--- src/rtl/vred_pkg.sv ---
// Shared opsel constants, SEW/FSM types and the tail identity helper for the
// integer reduction sequencer.
package vred_pkg;

    localparam logic [4:0] REDSUM  = 5'b00000;
    localparam logic [4:0] REDMINU = 5'b00100;
    localparam logic [4:0] REDMIN  = 5'b00101;
    localparam logic [4:0] REDMAXU = 5'b00110;
    localparam logic [4:0] REDMAX  = 5'b00111;

    typedef enum logic [1:0] {
        SEW8  = 2'd0,
        SEW16 = 2'd1,
        SEW32 = 2'd2,
        SEW64 = 2'd3
    } sew_e;

    typedef enum logic [1:0] {
        ST_IDLE  = 2'd0,
        ST_ISSUE = 2'd1,
        ST_WAIT  = 2'd2,
        ST_DONE  = 2'd3
    } state_e;

    // Identity element of the op, replicated across every SEW lane of a beat.
    function automatic logic [63:0] identity(input logic [4:0] opsel, input logic [1:0] sew);
        logic [63:0] msb_rep;
        case (sew)
            2'd0:    msb_rep = {8{8'h80}};
            2'd1:    msb_rep = {4{16'h8000}};
            2'd2:    msb_rep = {2{32'h8000_0000}};
            default: msb_rep = {1'b1, 63'd0};
        endcase
        case (opsel)
            REDMINU: identity = '1;
            REDMAX:  identity = msb_rep;
            REDMIN:  identity = ~msb_rep;
            default: identity = '0;
        endcase
    endfunction

endpackage

--- src/rtl/vred_tail_mask.sv ---
// Replaces elements at or beyond the active count in the final beat with the
// op identity. vl_rem == 0 means the beat is fully populated.
module vred_tail_mask
    import vred_pkg::*;
(
    input  logic [63:0] beat,
    input  logic [2:0]  vl_rem,
    input  logic [1:0]  sew,
    input  logic [4:0]  opsel,
    output logic [63:0] masked
);

    logic [63:0] ident;

    always_comb begin
        ident  = identity(opsel, sew);
        masked = beat;
        for (int b = 0; b < 8; b++) begin
            if ((vl_rem != 3'd0) && ((3'(b) >> sew) >= vl_rem)) begin
                masked[b*8 +: 8] = ident[b*8 +: 8];
            end
        end
    end

endmodule

--- src/rtl/vred_seq_ctrl.sv ---
// Reduction sequencer: reads vs2 beats, drives gap-free pipeline beats with
// tail masking, and registers the pipeline result as a write-back.
// Optional performance counters are built when VRED_SEQ_PERF_EN is defined.
module vred_seq_ctrl
    import vred_pkg::*;
#(
    parameter int DATA_WIDTH  = 64,
    parameter int ADDR_WIDTH  = 32,
    parameter int VL_WIDTH    = 11,
    parameter int RD_LAT      = 1,
    parameter int OPSEL_WIDTH = 5,
    parameter int SEW_WIDTH   = 2
) (
    input  logic                    clk,
    input  logic                    rst,
    input  logic                    cmd_valid,
    output logic                    cmd_ready,
    input  logic [VL_WIDTH-1:0]     cmd_vl,
    input  logic [SEW_WIDTH-1:0]    cmd_sew,
    input  logic [OPSEL_WIDTH-1:0]  cmd_opsel,
    input  logic [ADDR_WIDTH-1:0]   cmd_vs2_addr,
    input  logic [ADDR_WIDTH-1:0]   cmd_vd_addr,
    input  logic [DATA_WIDTH-1:0]   cmd_scalar,
    output logic                    rf_rd_en,
    output logic [ADDR_WIDTH-1:0]   rf_rd_addr,
    input  logic [DATA_WIDTH-1:0]   rf_rd_data,
    output logic                    red_valid,
    output logic                    red_start,
    output logic                    red_end,
    output logic [DATA_WIDTH-1:0]   red_vec0,
    output logic [DATA_WIDTH-1:0]   red_vec1,
    output logic [OPSEL_WIDTH-1:0]  red_opsel,
    output logic [SEW_WIDTH-1:0]    red_sew,
    output logic [ADDR_WIDTH-1:0]   red_addr,
    input  logic                    red_out_valid,
    input  logic [DATA_WIDTH-1:0]   red_out_vec,
    input  logic [ADDR_WIDTH-1:0]   red_out_addr,
    input  logic [DATA_WIDTH/8-1:0] red_out_be,
    output logic                    wb_valid,
    output logic [DATA_WIDTH-1:0]   wb_data,
    output logic [ADDR_WIDTH-1:0]   wb_addr,
    output logic [DATA_WIDTH/8-1:0] wb_be,
    output logic                    busy,
    output logic                    done
`ifdef VRED_SEQ_PERF_EN
    ,
    input  logic                    perf_clr,
    output logic [31:0]             perf_cmds,
    output logic [31:0]             perf_beats,
    output logic [31:0]             perf_busy_cyc
`endif
);

    state_e                   state_q, state_d;
    logic [SEW_WIDTH-1:0]     sew_q;
    logic [OPSEL_WIDTH-1:0]   opsel_q;
    logic [ADDR_WIDTH-1:0]    vs2_q;
    logic [ADDR_WIDTH-1:0]    vd_q;
    logic [DATA_WIDTH-1:0]    scalar_q;
    logic [VL_WIDTH-1:0]      beats_q;
    logic [VL_WIDTH-1:0]      k_q;
    logic [2:0]               rem_q;

    logic                     accept;
    logic [1:0]               cmd_shift;
    logic [2:0]               cmd_rem;
    logic [VL_WIDTH-1:0]      cmd_beats;
    logic                     issue_first;
    logic                     issue_last;

    logic [RD_LAT-1:0]        vld_p;
    logic [RD_LAT-1:0]        first_p;
    logic [RD_LAT-1:0]        last_p;
    logic [2:0]               rem_p [RD_LAT];

    logic                     a_vld;
    logic                     a_first;
    logic                     a_last;
    logic [63:0]              masked_beat;

    assign accept    = cmd_valid && (state_q == ST_IDLE);
    // Elements per beat is 8 >> sew; the partial-beat remainder decides both
    // the beat count round-up and the tail lanes to mask.
    assign cmd_shift = 2'd3 - cmd_sew;
    assign cmd_rem   = cmd_vl[2:0] & (3'b111 >> cmd_sew);
    assign cmd_beats = (cmd_vl >> cmd_shift) + VL_WIDTH'(cmd_rem != 3'd0);

    assign issue_first = (k_q == '0);
    assign issue_last  = (state_q == ST_ISSUE) && (k_q == beats_q - VL_WIDTH'(1));

    always_ff @(posedge clk or negedge rst) begin
        if (!rst) begin
            state_q <= ST_IDLE;
        end else begin
            state_q <= state_d;
        end
    end

    always_comb begin
        state_d = state_q;
        case (state_q)
            ST_IDLE:  if (cmd_valid) state_d = (cmd_vl == '0) ? ST_DONE : ST_ISSUE;
            ST_ISSUE: if (issue_last) state_d = ST_WAIT;
            ST_WAIT:  if (wb_valid) state_d = ST_DONE;
            default:  state_d = ST_IDLE;
        endcase
    end

    always_ff @(posedge clk or negedge rst) begin
        if (!rst) begin
            sew_q    <= '0;
            opsel_q  <= '0;
            vs2_q    <= '0;
            vd_q     <= '0;
            scalar_q <= '0;
            beats_q  <= '0;
            rem_q    <= '0;
            k_q      <= '0;
        end else if (accept) begin
            sew_q    <= cmd_sew;
            opsel_q  <= cmd_opsel;
            vs2_q    <= cmd_vs2_addr;
            vd_q     <= cmd_vd_addr;
            scalar_q <= cmd_scalar;
            beats_q  <= cmd_beats;
            rem_q    <= cmd_rem;
            k_q      <= '0;
        end else if (state_q == ST_ISSUE) begin
            k_q <= k_q + VL_WIDTH'(1);
        end
    end

    assign rf_rd_en   = (state_q == ST_ISSUE);
    assign rf_rd_addr = rf_rd_en ? (vs2_q + ADDR_WIDTH'(k_q)) : '0;

    // Stage p0..p(RD_LAT-1): flags ride alongside the register-file read.
    always_ff @(posedge clk or negedge rst) begin
        if (!rst) begin
            vld_p   <= '0;
            first_p <= '0;
            last_p  <= '0;
            for (int i = 0; i < RD_LAT; i++) rem_p[i] <= '0;
        end else begin
            vld_p[0]   <= rf_rd_en;
            first_p[0] <= rf_rd_en && issue_first;
            last_p[0]  <= issue_last;
            rem_p[0]   <= issue_last ? rem_q : 3'd0;
            for (int i = 1; i < RD_LAT; i++) begin
                vld_p[i]   <= vld_p[i-1];
                first_p[i] <= first_p[i-1];
                last_p[i]  <= last_p[i-1];
                rem_p[i]   <= rem_p[i-1];
            end
        end
    end

    assign a_vld   = vld_p[RD_LAT-1];
    assign a_first = first_p[RD_LAT-1];
    assign a_last  = last_p[RD_LAT-1];

    vred_tail_mask u_tail_mask (
        .beat   (rf_rd_data),
        .vl_rem (rem_p[RD_LAT-1]),
        .sew    (sew_q),
        .opsel  (opsel_q),
        .masked (masked_beat)
    );

    // Aligned stage: pipeline beat driven straight from read data.
    assign red_valid = a_vld;
    assign red_start = a_vld && a_first;
    assign red_end   = a_vld && a_last;
    assign red_vec0  = a_vld ? masked_beat : '0;
    assign red_vec1  = (a_vld && a_first) ? scalar_q : '0;
    assign red_opsel = opsel_q;
    assign red_sew   = sew_q;
    assign red_addr  = vd_q;

    // Write-back stage: one-cycle pulse; WAIT leaves for DONE on the next cycle.
    always_ff @(posedge clk or negedge rst) begin
        if (!rst) begin
            wb_valid <= 1'b0;
            wb_data  <= '0;
            wb_addr  <= '0;
            wb_be    <= '0;
        end else begin
            wb_valid <= (state_q == ST_WAIT) && red_out_valid && !wb_valid;
            if ((state_q == ST_WAIT) && red_out_valid && !wb_valid) begin
                wb_data <= red_out_vec;
                wb_addr <= red_out_addr;
                wb_be   <= red_out_be;
            end
        end
    end

    assign cmd_ready = (state_q == ST_IDLE);
    assign busy      = (state_q != ST_IDLE);
    assign done      = (state_q == ST_DONE);

`ifdef VRED_SEQ_PERF_EN
    always_ff @(posedge clk or negedge rst) begin
        if (!rst) begin
            perf_cmds     <= '0;
            perf_beats    <= '0;
            perf_busy_cyc <= '0;
        end else if (perf_clr) begin
            perf_cmds     <= '0;
            perf_beats    <= '0;
            perf_busy_cyc <= '0;
        end else begin
            if (accept)    perf_cmds     <= perf_cmds + 32'd1;
            if (red_valid) perf_beats    <= perf_beats + 32'd1;
            if (busy)      perf_busy_cyc <= perf_busy_cyc + 32'd1;
        end
    end
`endif

endmodule
--- config.mk ---
export PLATFORM = sky130hd
export DESIGN_NAME = vred_seq_ctrl
export DESIGN_NICKNAME = d
export VERILOG_FILES = /design/src/rtl/vred_pkg.sv /design/src/rtl/vred_tail_mask.sv /design/src/rtl/vred_seq_ctrl.sv
export SDC_FILE = /design/constraint.sdc
export NUM_CORES = 1
export LEC_CHECK = 0
export ABC_AREA = 1
export BUFFER_PORTS_ARGS = -buffer_cell sky130_fd_sc_hd__buf_2
export CORE_AREA = 2 2 246 248
export DETAILED_ROUTE_END_ITERATION = 10
export DIE_AREA = 0 0 248 250
export PLACE_DENSITY_LB_ADDON = 0.05
export SLEW_MARGIN = 20
export SYNTH_ARGS = -nofsm -noshare
export SYNTH_HDL_FRONTEND = slang
export SYNTH_SLANG_ARGS = --single-unit
--- constraint.sdc ---
create_clock -name clk -period 2.6 [get_ports clk]
set_input_delay 0.13 -clock clk [delete_from_list [all_inputs] [get_ports clk]]
set_output_delay 0.13 -clock clk [all_outputs]
set_load 0.005 [all_outputs]
### After elaboration in Yosys (flattened, before gate mapping)

Index checks and enable logic that the tools add are counted.

* flip-flop bits (word level): 273
* latch bits: 0
* RAM bits: 0
* bits in read-only memories: 0
* bits of input ports: 318
* output and inout port bits: 311
* word-level logic and storage cells: 100
* memories kept: 0

* add/sub/neg operators: 5
* $mul: 0
* divide/modulo/power cells: 0
* magnitude comparators: 8
* eq/ne operators: 12
* shift operators: 10
* multiplexer cells: 21
* bitwise gates (word level): 2
* reductions and logical operators: 25

Operator list (count)
* $pmux 64 s3: 1
* $pmux 56 s3: 1
* $mux 64: 2
* $mux 8: 8
* $not 64->64: 1
* $add 32x11->32: 1
* $mux 32: 1
* $ge 3x3->1: 8
* $logic_not 11->1: 2
* $mux 11: 2
* $eq 5x3->1 const B: 3
* $logic_and 1x1->1: 15
* $shr 3x2->3 const A: 5
* $add 11x1->11: 1
* $add 11x1->11 const B: 1
* $eq 11x11->1: 1
* $shr 11x2->11: 1
* $sub 11x1->11 const B: 1
* $mux 2: 4
* $eq 2x2->1 const B: 3
* $pmux 2 s3: 1
* $reduce_bool 3->1: 2
* $shr 1x2->3 const A: 2
* $shr 2x2->3 const A: 2
* other kinds (10): 14

### Longest topological paths before layout

Gate-level depths: netlist (run 1).

* depth after elaboration: 6
* mapped depth: 15
* mapped depth without buffers: 15

### Cells and area by module

From an unflattened synthesis (run 1), not the netlist that was laid out.

* cell total of the unflattened synthesis: 2030
* area, all modules: 14650.3 um^2

By module, submodules not included
* vred_seq_ctrl: instances 1, cells an instance 1800, area an instance 13414.1 um^2, sequential area each 6831.6 um^2
* vred_tail_mask: instances 1, cells an instance 230, area an instance 1236.2 um^2, sequential area each 0.0 um^2

### Least setup slack after synthesis (run 1)

Ideal clock, no wire load.

* path type: register to output
* from: register sew_q[0] (netlist: red_sew[0])
* to: output port red_vec0[56]
* arrival: 1.974 ns
* required time: 2.470 ns
* slack: 0.496 ns
* stages on the path, launching flop included: 9
* buffers on the path: 0
* cell sequence: dfrtp_1 -> inv_1 -> ha_1 -> ha_1 -> nand2_1 -> o21ai_1 -> nand2_1 -> o21ai_1 -> nor2_1

* cells in the longest elaborated chain, start to end: 5

Ends and longest elaborated chain
* from (decl): line vred_seq_ctrl.sv:55 `logic [SEW_WIDTH-1:0] sew_q;`
* from (signal assigned): line vred_seq_ctrl.sv:120 `sew_q <= cmd_sew;`
* $shr 3x2->3: line vred_tail_mask.sv:19 `if ((vl_rem != 3'd0) && ((3'(b) >> sew) >= vl_rem)) begin`
* $ge 3x3->1: line vred_tail_mask.sv:19
* $logic_and 1x1->1: line vred_tail_mask.sv:19
* $mux 8: line vred_tail_mask.sv:19
* $mux 64: line vred_seq_ctrl.sv:173 `assign red_vec0 = a_vld ? masked_beat : '0;`
* to (decl): line vred_seq_ctrl.sv:30 `output logic [DATA_WIDTH-1:0] red_vec0,`

Every way passes these cells.

### Worst setup path after layout (run 1)

* from: register k_q[10]
* to: output port rf_rd_addr[30]

* cells in the longest elaborated chain, start to end: 2

Ends and longest elaborated chain
* from (decl): line vred_seq_ctrl.sv:61 `logic [VL_WIDTH-1:0] k_q;`
* from (signal assigned): line vred_seq_ctrl.sv:129 `k_q <= k_q + VL_WIDTH'(1);`
* $add 32x11->32: line vred_seq_ctrl.sv:134 `assign rf_rd_addr = rf_rd_en ? (vs2_q + ADDR_WIDTH'(k_q)) : '0;`
* $mux 32: line vred_seq_ctrl.sv:134
* to (decl): line vred_seq_ctrl.sv:25 `output logic [ADDR_WIDTH-1:0] rf_rd_addr,`

Every way passes these cells.

==> run_results.csv, run 1 <==
group,metric,value,unit
run_status,status,"finished clean",
finish,area.growth.synth_to_final,61.7,%
synthesis,yosys_warnings,0,
clocking,cts-root-buf,"clkbuf_16",
worst_setup_path,cp-end-kind,"output port",
die,core,59600,um^2
timing,rsz0062_at_grt,"true",
clocking,htree_levels,2,
timing,holdWs,0.0527,ns
placed_design,gp_congestion,0.820,
die,die_h,250,um
clocking,clk_path_buf_depth,3,
clocking,insertion_delay,0.54,ns
worst_setup_path,cp.arrival,2.44,ns
timing,setup-violations-final,0,
detailed_routing,vias,15400,
clocking,clkTransAtPathRegs,0.05,ns
detailed_routing,vias_per_cell,4.28,
pwr,vdd_drop_max,0.443,mV
worst_setup_path,cp_top_family,"simple AND/OR/NAND/NOR gates",
worst_setup_path,crit_required,2.47,ns
die,dieArea,62000,um^2
synthesis,yosys_most_used_dff,"dfrtp_1",
detailed_routing,drt_wl_total,59.4,mm
detailed_routing,dr.first_iter.drc_count,645,
synthesis,synth.distinct_cells,40,
synthesis,ys_ff_latch,273,
timing,slew_violations,0,
timing,fmax,389,MHz
global_routing,antenna_found_initial,10,
pwr,p_leak,12.1,nW
global_routing,grt_pass1_wl,89.3,mm
global_routing,grt-ovfl-total,0,
synthesis,synthTopCellsByArea,"dfrtp_1 (49%), nand2_1 (20%), nor2_1 (5.9%)",
timing,worst_slew_margin_rel,47.3,%
timing,final.setup.tns,0,ns
placed_design,hpwl,44.0,mm
die,rows,90,
synthesis,ys_seq_area_share,49.1,%
clocking,cts_buffers,37,
synthesis,synth_area,13900,um^2
worst_setup_path,crit_fanout,8,
clocking,cts_tree,"built",
worst_setup_path,cp_cell_sequence,"ha_4, nand2_2, nor2_2, nand4_1, o21ai_4, nand2_2, xor2_1, nor2_1, buf_2",
hold_path,worstHoldPathType,"in2reg",
worst_setup_path,crit_top_cell,"nand2_2",
synthesis,yosys.area.top_type,"dfrtp_1",
pwr,p_per_area,947,nW/um^2
die,ioPinCount,629,
timing,finClkSkew,0.0182,ns
die,die_w,248,um
worst_setup_path,critical_path_class,"reg2out",
synthesis,synth_edf_count,0,
worst_setup_path,worstPathBufferInverterCount,1,
worst_setup_path,critPathSlowestCell,"dfrtp_2",
die,initial_core_util,23.4,%
timing,hold_violations,0,
finish,layout_common_cells,"nand2_1 (716), buf_2 (627), dfrtp_1 (261), dlygate4sd3_1 (243), nor2_1 (210)",
worst_setup_path,crit_path_max_incr_delay,0.43,ns
detailed_routing,ant_nets,0,
synthesis,ys_async_sr_fraction,100,%
detailed_routing,wl_per_cell,16.5,um
job,cap_violations,0,
detailed_routing,dr.pass1.iters,5,
global_routing,first_global_vias,15500,
synthesis,syn_inst,1898,
synthesis,synth.top_cell.area_share,49.1,%
detailed_routing,drc,0,
synthesis,syn_avg_cell_area,7.33,um^2
timing,period_needed,2.57,ns
global_routing,grt_usage,18.6,%
clocking,cts_sinks,273,
finish,final_common_cell,"nand2_1",
finish,drive_gt1_share,31.3,%
worst_setup_path,start_kind,"flop",
placed_design,port_buffers,628,
timing,period_share,98.9,%
synthesis,synth_nets,2253,
global_routing,grt_max_degree,106,
timing,tightest_slew,0.783,ns
finish,nNetsFinal,3140,
==> stage by stage <==
step / area, um^2 / utilization, % / setup slack, ns / cells / power (mW)
2_1_floorplan: 13900 / - / 0.496 / 1898 / 11.4
3_3_place_gp: 18000 / 30.3 / 0.295 / 3255 / 15.3
3_5_place_dp: 18000 / 30.3 / 0.235 / 3255 / 15.3
4_1_cts: 22100 / 37.1 / -0.0284 / 3576 / 21.4
5_1_grt: 22500 / 37.8 / -0.115 / 3596 / 23.2
6_report: 22500 / 37.8 / 0.0296 / 3596 / 21.3
==> report_power, final <==
group          switching (mW)  internal (mW)  leakage [nW]  total (mW)
clock network            2.06           3.15         0.610        5.21
registers                1.15           6.16          3.41        7.30
logic                    5.23           3.58          8.13        8.81
==> Yosys cell counts (8+ instances only) <==
master / count
inv_1: 193
nor3_1: 14
o21ai_2: 8
buf_2: 8
nand4_1: 8
nand3_1: 51
clkbuf_1: 49
nor2_1: 220
o21ai_1: 19
o21ai_0: 141
dfrtp_1: 273
ha_1: 36
a21oi_1: 55
nand2_1: 742
buf_1: 10
xor2_1: 11
==> tightest hold or removal path, stage by stage <==
cell     delay, ns
buf_2         0.12
nand2_1       0.06
nor2_1        0.05
inv_1         0.04
nand2_1       0.04
nand3_1       0.06
nand2_1       0.04
==> final timing paths <==
kind	startpoint	endpoint	slack (ns)	depth (start not counted)
min reg2reg	wb_data[10]	wb_data[10]	0.47	2
max in group asynchronous	rst	red_sew[1]	1.57	3
max	k_q[10]	rf_rd_addr[30]	0.03	9
min	cmd_vl[10]	beats_q[10]	0.05	7
max reg2reg	beats_q[0]	state_q[0]	0.39	13
min in group asynchronous	rst	wb_data[17]	0.06	2
==> logic make-up after synthesis <==
kind of cell	share of synthesized area, %
AO/OA/AOI/OAI	9.10
XOR/XNOR	0.755
adder cells (fa/ha/maj)	3.38
buffers and inverters	7.68
flip-flops	49.1
AND/OR/NAND/NOR	30.0
==> per-layer routing <==
metal	part of all wire, %	track usage [%]	routed length [um]	vias up
met4	3.1	6.21	1820	10
met2	50	32.3	29400	463
li1	-	-	-	7662
met5	0.11	0	63	-
met3	7.8	6.18	4650	108
met1	39	21.2	23400	7139
==> layout make-up <==
cell class,instances,area (um^2)
timing repair buffer,918,6070
clock inverter,11,138
antenna,3,7.51
timing repair inverter,2,7.51
fill,6338,37100
inverter,202,781
multi-input combinational,1351,6570
sequential,273,6850
clock buffer,54,1100
tap,782,978
==> flip-flops by register name, summed over array words and instances (netlist names) <==
register and cells:
scalar_q 64, wb_data 64, red_addr 32, vs2_q 32
wb_addr 32, beats_q 11, k_q 11, wb_be 8
red_opsel 5, rem_p 3, rem_q 3, red_sew 2
state_q 2, a_first 1, a_last 1, red_valid 1
wb_valid 1
==> timing repair <==
item	in CTS	in global routing
cloned	2	0
setup buffers	11	17
hold buffers	243	0
pin swaps	8	33
resized for setup	79	86
endpoints found under the setup margin	79	78
hold endpoints to repair	464	0
Power figures use the tool's default switching activity.
==> inputs of run 2 (changes only) <==
--- a/config.mk
+++ b/config.mk
@@ -11,6 +11,7 @@
 export DETAILED_ROUTE_END_ITERATION = 10
 export DIE_AREA = 0 0 248 250
 export PLACE_DENSITY_LB_ADDON = 0.05
+export SETUP_SLACK_MARGIN = 0.1
 export SLEW_MARGIN = 20
 export SYNTH_ARGS = -nofsm -noshare
 export SYNTH_HDL_FRONTEND = slang
==> run 2 against run 1 <==
Effect of this change:
- clock power about the same
- wire length up 0.43%
- combinational power up 5.3%
- cell area rose by 2.0%
- global-route usage is 0.098 points higher
- critical path type unchanged
==> run_results.csv, run 2 (synthesized netlist as in run 1, its figures left out) <==
group,metric,value,unit
pwr,comb_power_share,42.6,%
die,die_h,250,um
global_routing,grt-ovfl-total,0,
global_routing,grt_max_degree,106,
placed_design,gp_congestion,0.820,
timing,period_needed,2.57,ns
finish,layout.area.seq,6850,um^2
detailed_routing,vias,15400,
detailed_routing,wl_met3,4.66,mm
worst_setup_path,cp.arrival,2.44,ns
finish,area.growth.synth_to_final,64.9,%
timing,slew_violations,0,
finish,layout.cells.non_filler,3606,
placed_design,dp.cells,3255,
detailed_routing,drt_wl_total,59.6,mm
global_routing,antenna_found_initial,10,
detailed_routing,wl_met1,23.4,mm
die,core,59600,um^2
clocking,cts_buffers,37,
placed_design,pre_cts_ws,0.235,ns
pwr,power_switching,8.68,mW
timing,period_share,98.7,%
detailed_routing,dr.first_iter.drc_count,666,
timing,tightest_slew,0.780,ns
clocking,cts_sinks,273,
die,die_w,248,um
finish,layout_common_cells,"nand2_1 (709), buf_2 (627), dfrtp_1 (260), dlygate4sd3_1 (243), nor2_1 (202)",
finish,nNetsFinal,3150,
pwr,pwr-share-clk,23.9,%
finish,final_common_cell,"nand2_1",
finish,multi_input_comb_area,6900,um^2
pwr,p_per_area,949,nW/um^2
clocking,cts_tree,"built",
worst_setup_path,cp-end-kind,"output port",
clocking,htree_levels,2,
detailed_routing,maxUsedRoutingLayer,"met5",
worst_setup_path,crit_fanout,8,
detailed_routing,vias_per_cell,4.28,
worst_setup_path,crit_path_start,"k_q[10]",
finish,fill_cells,6302,
job,cap_violations,0,
worst_setup_path,crit_required,2.47,ns
global_routing,grt_usage,18.7,%
hold_path,min_from,"cmd_vl[10]",
detailed_routing,wl_met2,29.7,mm
detailed_routing,wl_per_cell,16.5,um
clocking,clkTransAtPathRegs,0.05,ns
die,rows,90,
timing,hold_violations,0,
die,initial_core_util,23.4,%
pwr,p_leak,12.2,nW
placed_design,hpwl,44.0,mm
worst_setup_path,critical_path_class,"reg2out",
pwr,vdd_drop_max,0.443,mV
pwr,p_sw_share,39.9,%
die,ioPinCount,629,
timing,fmax,390,MHz
global_routing,grt_pass1_wl,89.8,mm
worst_setup_path,r2r_start,"beats_q[0]",
pwr,total_power,21.8,mW
clocking,cts-root-buf,"clkbuf_16",
detailed_routing,dr.pass1.iters,5,
timing,fin_ws,0.0346,ns
die,dieArea,62000,um^2
clocking,insertion_delay,0.54,ns
hold_path,worstHoldPathType,"in2reg",
clocking,clk_path_buf_depth,3,
worst_setup_path,start_kind,"flop",
finish,top_regs,"scalar_q: 64 flops, wb_data: 64 flops",
detailed_routing,ant_nets,0,
finish,drive_gt1_share,33.5,%
placed_design,port_buffers,628,
global_routing,first_global_vias,15700,
timing,worst_slew_margin_rel,47.5,%
timing,finClkSkew,0.0178,ns
detailed_routing,drc,0,
run_status,status,"finished clean",
pwr,p_int,13.1,mW
pwr,seqPwrFrac,33.5,%
timing,rsz0062_at_grt,"true",
timing,setup-violations-final,0,
==> run 2: cell count changes in the layout (fill, tap and decap cells not counted), moves of 7 or more <==
| cell | change |
|---|---|
| o21ai_2 | +9 |
| a21oi_1 | -12 |
| nor2_1 | -8 |
| a21oi_2 | +7 |
| buf_4 | +7 |
| nand2_1 | -7 |
==> run 2: repair_timing <==
item                       4_1_cts  5_1_grt
setup buffers                   28       11
cloned                           1        1
hold endpoints to repair       465        0
hold buffers                   243        0
resized for setup              136      123
setup endpoints to repair       84       82
pin swaps                       37       68
==> run 2: path summary, 6_finish.rpt <==
path                                  endpoint  slack [ns]  cells past startpoint
worst max-delay path            rf_rd_addr[30]        0.03                      9
worst min-delay path               beats_q[10]        0.05                      7
worst max register to register      state_q[0]        0.40                     13
worst min register to register     wb_data[10]        0.47                      2
max in group asynchronous           red_sew[1]        1.58                      3
min in group asynchronous          wb_data[17]        0.07                      2
==> run 2: per-stage QoR <==
stage / area (um^2) / hold WS [ns] / TNS [ns] / utilization [%]
after global placement: 18000 / 0.0519 / 0 / 30.3
after CTS: 22400 / 0.0152 / -0.118 / 37.7
final: 23000 / 0.0539 / 0 / 38.5
after global routing: 23000 / 0.0631 / -1.14 / 38.5
after floorplan: 13900 / -0.166 / 0 / -
after detailed placement: 18000 / 0.0505 / 0 / 30.3
==> run 2: per-layer routing <==
layer	global-route usage (%)	vias to the layer above
met1	21.2	7180
met2	32.6	461
met5	0	-
met4	6.24	10
met3	6.24	106
li1	-	7677
==> run 2: power groups by stage <==
stage               clock [mW]  combinational, mW  sequential [mW]
floorplan                    0               4.25             7.19
global placement             0               7.98             7.27
detailed placement           0               8.01             7.29
CTS                       5.39               8.96             7.30
global route              5.59               10.5             7.57
finish                    5.21               9.28             7.29
==> run 2: layout make-up <==
type	count	area share [%]
timing repair inverter	2	0.0491
timing repair buffer	928	26.9
tap	782	4.26
inverter	202	3.51
multi-input combinational	1351	30.1
antenna	3	0.0327
sequential	273	29.8
clock buffer	54	4.80
clock inverter	11	0.600
==> run 2: worst max-delay path: stages, from the launching register on <==
cell,delay [ns]
dfrtp_2,0.44
ha_4,0.31
nand2_2,0.08
nor2_2,0.14
nand4_1,0.16
o21ai_4,0.33
nand2_2,0.08
xor2_1,0.15
nor2_1,0.08
buf_2,0.12
